**src/rtl/face_pkg.sv**
```systemverilog
// Shared types and constants for the face display controller.
package face_pkg;

  typedef enum logic [1:0] {
    StIdle,
    StShow,
    StGap
  } face_state_e;

  // Active-low segments: all off.
  localparam logic [6:0] BlankPatDefault = 7'h7F;

  function automatic int unsigned idx_w(input int unsigned n);
    return (n > 1) ? $clog2(n) : 1;
  endfunction

endpackage

```
**src/rtl/face_hold_timer.sv**
```systemverilog
// Loadable down-counter in timebase ticks; shared by the show and gap phases.
module face_hold_timer #(
  parameter int unsigned DUR_W = 16
) (
  input  logic             clk,
  input  logic             rst,
  input  logic             load,
  input  logic [DUR_W-1:0] load_val,
  input  logic             tick,
  output logic             expire
);

  logic [DUR_W-1:0] count;

  always_ff @(posedge clk or posedge rst) begin
    if (rst) begin
      count <= '0;
    end else if (load) begin
      count <= load_val;
    end else if (tick && (count != '0)) begin
      count <= count - DUR_W'(1);
    end
  end

  assign expire = tick && (count == DUR_W'(1));

endmodule

```
**src/rtl/face_display_ctrl.sv**
```systemverilog
// Multi-event 7-segment face display controller with one-deep per-channel queue.
// Optional macro FACE_PREEMPT_EN lets a higher-priority pending event replace the shown face.
module face_display_ctrl
  import face_pkg::*;
#(
  parameter int unsigned NUM_EVENTS = 4,
  parameter int unsigned DUR_W      = 16,
  parameter int unsigned GAP_TICKS  = 2,
  parameter logic [6:0]  BLANK_PAT  = BlankPatDefault
) (
  input  logic                              clk,
  input  logic                              rst,
  input  logic [NUM_EVENTS-1:0]             event_pulse,
  input  logic                              tick,
  input  logic [DUR_W-1:0]                  hold_ticks,
  input  logic [7*NUM_EVENTS-1:0]           eyes_pat,
  input  logic [7*NUM_EVENTS-1:0]           mouth_pat,
  output logic [6:0]                        eyes,
  output logic [6:0]                        mouth,
  output logic                              show_face,
  output logic [idx_w(NUM_EVENTS)-1:0]      active_id,
  output logic [NUM_EVENTS-1:0]             pending
);

  localparam int unsigned IdxW = idx_w(NUM_EVENTS);
  localparam logic [DUR_W-1:0] GapVal = DUR_W'(GAP_TICKS);

  face_state_e         state;
  logic                any_pending;
  logic [IdxW-1:0]     sel_idx;
  logic [6:0]          sel_eyes, sel_mouth;
  logic [DUR_W-1:0]    hold_eff;
  logic                retrig, preempt, start, expire;
  logic                t_load;
  logic [DUR_W-1:0]    t_val;
  logic [NUM_EVENTS-1:0] pending_d;

  // Lowest set index wins.
  always_comb begin
    any_pending = |pending;
    sel_idx     = '0;
    sel_eyes    = BLANK_PAT;
    sel_mouth   = BLANK_PAT;
    for (int i = int'(NUM_EVENTS) - 1; i >= 0; i--) begin
      if (pending[i]) begin
        sel_idx   = IdxW'(i);
        sel_eyes  = eyes_pat[7*i +: 7];
        sel_mouth = mouth_pat[7*i +: 7];
      end
    end
  end

  assign hold_eff = (hold_ticks == '0) ? DUR_W'(1) : hold_ticks;
  assign retrig   = (state == StShow) && event_pulse[active_id];

`ifdef FACE_PREEMPT_EN
  assign preempt = (state == StShow) && any_pending && (sel_idx < active_id);
`else
  assign preempt = 1'b0;
`endif

  assign start = ((state == StIdle) && any_pending) || preempt;

  // A pulse on a channel that is already queued is dropped, even in its selection cycle.
  always_comb begin
    pending_d = pending;
    for (int i = 0; i < int'(NUM_EVENTS); i++) begin
      if (pending[i]) begin
        pending_d[i] = !(start && (sel_idx == IdxW'(i)));
      end else begin
        pending_d[i] = event_pulse[i] && !(retrig && (active_id == IdxW'(i)));
      end
    end
  end

  // Retrigger reload takes priority over a coincident expiring tick.
  always_comb begin
    t_load = 1'b0;
    t_val  = hold_eff;
    if (start || retrig) begin
      t_load = 1'b1;
    end else if ((state == StShow) && expire) begin
      t_load = 1'b1;
      t_val  = GapVal;
    end
  end

  face_hold_timer #(
    .DUR_W (DUR_W)
  ) u_timer (
    .clk      (clk),
    .rst      (rst),
    .load     (t_load),
    .load_val (t_val),
    .tick     (tick),
    .expire   (expire)
  );

  always_ff @(posedge clk or posedge rst) begin
    if (rst) begin
      state     <= StIdle;
      pending   <= '0;
      eyes      <= BLANK_PAT;
      mouth     <= BLANK_PAT;
      show_face <= 1'b0;
      active_id <= '0;
    end else begin
      pending <= pending_d;
      if (start) begin
        state     <= StShow;
        eyes      <= sel_eyes;
        mouth     <= sel_mouth;
        show_face <= 1'b1;
        active_id <= sel_idx;
      end else begin
        case (state)
          StShow: begin
            if (!retrig && expire) begin
              state     <= (GAP_TICKS > 0) ? StGap : StIdle;
              eyes      <= BLANK_PAT;
              mouth     <= BLANK_PAT;
              show_face <= 1'b0;
              active_id <= '0;
            end
          end
          StGap: begin
            if (expire) state <= StIdle;
          end
          default: ;
        endcase
      end
    end
  end

endmodule

```
**config.mk**
```make
export PLATFORM = sky130hd
export DESIGN_NAME = face_display_ctrl
export DESIGN_NICKNAME = d
export VERILOG_FILES = /design/src/rtl/face_pkg.sv /design/src/rtl/face_hold_timer.sv /design/src/rtl/face_display_ctrl.sv
export SDC_FILE = /design/constraint.sdc
export NUM_CORES = 1
export LEC_CHECK = 0
export BUFFER_PORTS_ARGS = -buffer_cell sky130_fd_sc_hd__buf_2
export CAP_MARGIN = 20
export CORE_MARGIN = 2
export CORE_UTILIZATION = 55
export CTS_BUF_LIST = sky130_fd_sc_hd__clkbuf_8
export DETAILED_ROUTE_END_ITERATION = 10
export PLACE_DENSITY = 0.94
export SLEW_MARGIN = 5
export SYNTH_ARGS = -nofsm -noshare
export SYNTH_HDL_FRONTEND = slang
export SYNTH_HIERARCHICAL = 1
export SYNTH_SLANG_ARGS = --single-unit
export TNS_END_PERCENT = 10
```
**constraint.sdc**
```tcl
create_clock -name clk -period 6.5 [get_ports clk]
set_input_delay 0.325 -clock clk [delete_from_list [all_inputs] [get_ports clk]]
set_output_delay 0.325 -clock clk [all_outputs]
set_load 0.02 [all_outputs]
```
==> flow_summary.json <==
{
  "syn_inst": 284,
  "final.setup.worst_slack_ns": 3.00,
  "vias": 2855,
  "p_leak_uw": 0.00131,
  "post_drt_wl_per_cell_microns": 18.1,
  "antenna_found_initial": 0,
  "synth.most_common_cell": "dfrtp_1",
  "setup.worst_path.start": "u_timer/count[11]",
  "ctsLongestPathBuffers": 2,
  "worstMarginPinSlew_ns": 1.04,
  "overflow": 0,
  "drc": 0,
  "nets": 453,
  "synthArstFlopShare": 1.00,
  "ys_ff_latch": 39,
  "cts_resized": 0,
  "ys_top_cells_by_count": "dfrtp_1, a21oi_1, nor2_1, and2_1",
  "cts_buffers": 5,
  "syn_to_final_growth_pct": 21.6,
  "dieArea_sq_mm": 0.00535,
  "hp-class": "in -> async",
  "synth_top_area_frac": 0.238,
  "hold_viol_final": 0,
  "drt_iter0_drc": 219,
  "crit_fanout": 23,
  "start_kind": "flip-flop",
  "syn_area_sq_mm": 0.00263,
  "start_util": 0.564,
  "postRouteAntennaNets": 0,
  "worst-setup-path-type": "reg -> reg",
  "synth_flop_cell": "dfrtp_1",
  "timing.rr.start": "u_timer/count[11]",
  "viasPerCell": 6.69,
  "ios": 100,
  "hold_buffers": 0,
  "hpwl_microns": 5590,
  "grt_usage": 0.299,
  "clkTransAtPathRegs_ns": 0.08,
  "synth_top_cell_by_area": "dfrtp_1",
  "io_buffers": 99,
  "syn_nets": 365,
  "htreeDepth": 2,
  "postCtsSetupBuffers": 0,
  "rsz0062_at_grt": "false",
  "min_period_ns": 3.50,
  "avgSynthCellArea_sq_um": 9.26,
  "die_x_microns": 73.1,
  "synthTopCellsByArea": "dfrtp_1, dfstp_2, a32oi_1",
  "seq_area_frac_synth": 0.378,
  "ys_warn_count": 6,
  "cp.required_ns": 6.68,
  "synth_edf_count": 0,
  "rrSetupSlack_ns": 3.00,
  "clock_skew_ns": 0.0125,
  "clk_latency_ns": 0.30,
  "root_buffer": "clkbuf_8",
  "worstPathArrival_ns": 3.69,
  "grt_max_degree": 33,
  "cap_violations": 0,
  "place_congestion": 1.01,
  "ir_drop_mv": 0.110,
  "ys_types": 62,
  "rr_worst_depth": 9,
  "period_share": 0.539,
  "coreArea_sq_mm": 0.00466,
  "worst_hold_slack_ns": 0.103,
  "reg2reg_to": "u_timer/count[10]",
  "cts_tree": "yes",
  "clock-sinks": 39,
  "dr.pass1.iters": 5,
  "drive_gt1_frac": 0.362,
  "drv_slew": 0,
  "critPathCaptureType": "flip-flop",
  "setup_viol": 0,
  "pre_cts_ws_ns": 3.13,
  "relSlewSlack": 0.304,
  "row_count": 25,
  "grt_pass1_vias": 2666,
  "fmax_mhz": 285,
  "setup_tns_ns": 0,
  "status": "complete, no violations",
  "crit_end": "u_timer/count[10]",
  "cellPowerDensity_mw_per_mm2": 163,
  "die_y_microns": 73.1,
  "wl_microns": 7730,
  "grt_pass1_wl_microns": 12600,
  "diodes": 0
}
-- layout by cell type, fill, tap and decap left out, types with 5 or more instances in the layout --
cell / instances
a21oi_1: 23
a22oi_1: 14
a31oi_1: 6
a32oi_1: 14
and2_1: 16
buf_2: 99
clkbuf_8: 6
dfrtp_1: 25
dfstp_2: 14
inv_1: 10
nand2_1: 11
nand3_1: 7
nor2_1: 18
nor4_1: 5
o211ai_1: 7
o21ai_0: 7
o221ai_1: 14
or4_1: 5
-- per-stage QoR --
stage | area [sq um] | power (uW) | cells | util
finish | 3200 | 520 | 427 | 0.686
floorplan | 2630 | 314 | 284 | -
detailed placement | 3100 | 353 | 418 | 0.665
global route | 3200 | 546 | 427 | 0.686
CTS | 3190 | 523 | 426 | 0.684
global placement | 3100 | 351 | 418 | 0.665
-- flip-flops by register name, summed over array words and instances, names as in the netlist --
| register | count |
|---|---|
| u_timer/count | 16 |
| eyes | 7 |
| mouth | 7 |
| pending | 4 |
| active_id | 2 |
| state | 2 |
| show_face | 1 |
-- critical path: stages, from the launching register on --
cell and delay (ns):
dfrtp_1 0.45, nor4_1 0.56, and4_1 0.45, and3_1 0.29, nor2_1 0.09, o31ai_2 0.18
buf_4 0.29, clkinv_1 0.46, and3_1 0.36, a211o_1 0.26
-- report_power, final --
| group | switching (uW) | internal [uW] | total [uW] | leakage, uW |
|---|---|---|---|---|
| sequential | 15.5 | 253 | 269 | 0.000433 |
| clock | 84.0 | 84.0 | 168 | 0.0000524 |
| combinational | 42.4 | 40.7 | 83.1 | 0.000821 |
-- layer usage --
layer / vias up / part of all wire / track usage
met5: - / 0 / 0
met3: 31 / 0.089 / 0.0525
met4: 0 / 0.029 / 0.126
met2: 173 / 0.50 / 0.495
met1: 1339 / 0.39 / 0.384
li1: 1312 / - / -
-- final cells by class --
class                   instances  area (sq um)
clock buffers                   6          82.6
fillers                       367          1460
clock inverters                 2          8.76
flip-flops and latches         39           993
well taps                      54          67.6
inverters                      11          41.3
repair buffers                101           510
multi-input cells             214          1490
-- kinds of logic after synthesis --
family | after synthesis | synth area share
DFF | 39 | 0.378
and+or+nand+nor | 99 | 0.237
adders and majority gates | 2 | 0.00952
muxes | 2 | 0.0124
AOI/OAI and AO/OA | 111 | 0.307
buffers and inverters | 31 | 0.0562
-- how the worst min path moves through the flow --
| stage | start | end | slack, ns |
|---|---|---|---|
| global route | rst | u_timer/count[0] | 0.16 |
| floorplan | rst | u_timer/count[0] | 0.24 |
| global placement | rst | u_timer/count[12] | 0.44 |
| CTS | rst | u_timer/count[1] | 0.12 |
| finish | rst | u_timer/count[1] | 0.10 |
| detailed placement | rst | u_timer/count[13] | 0.45 |
(Power assumes the default switching activity.)
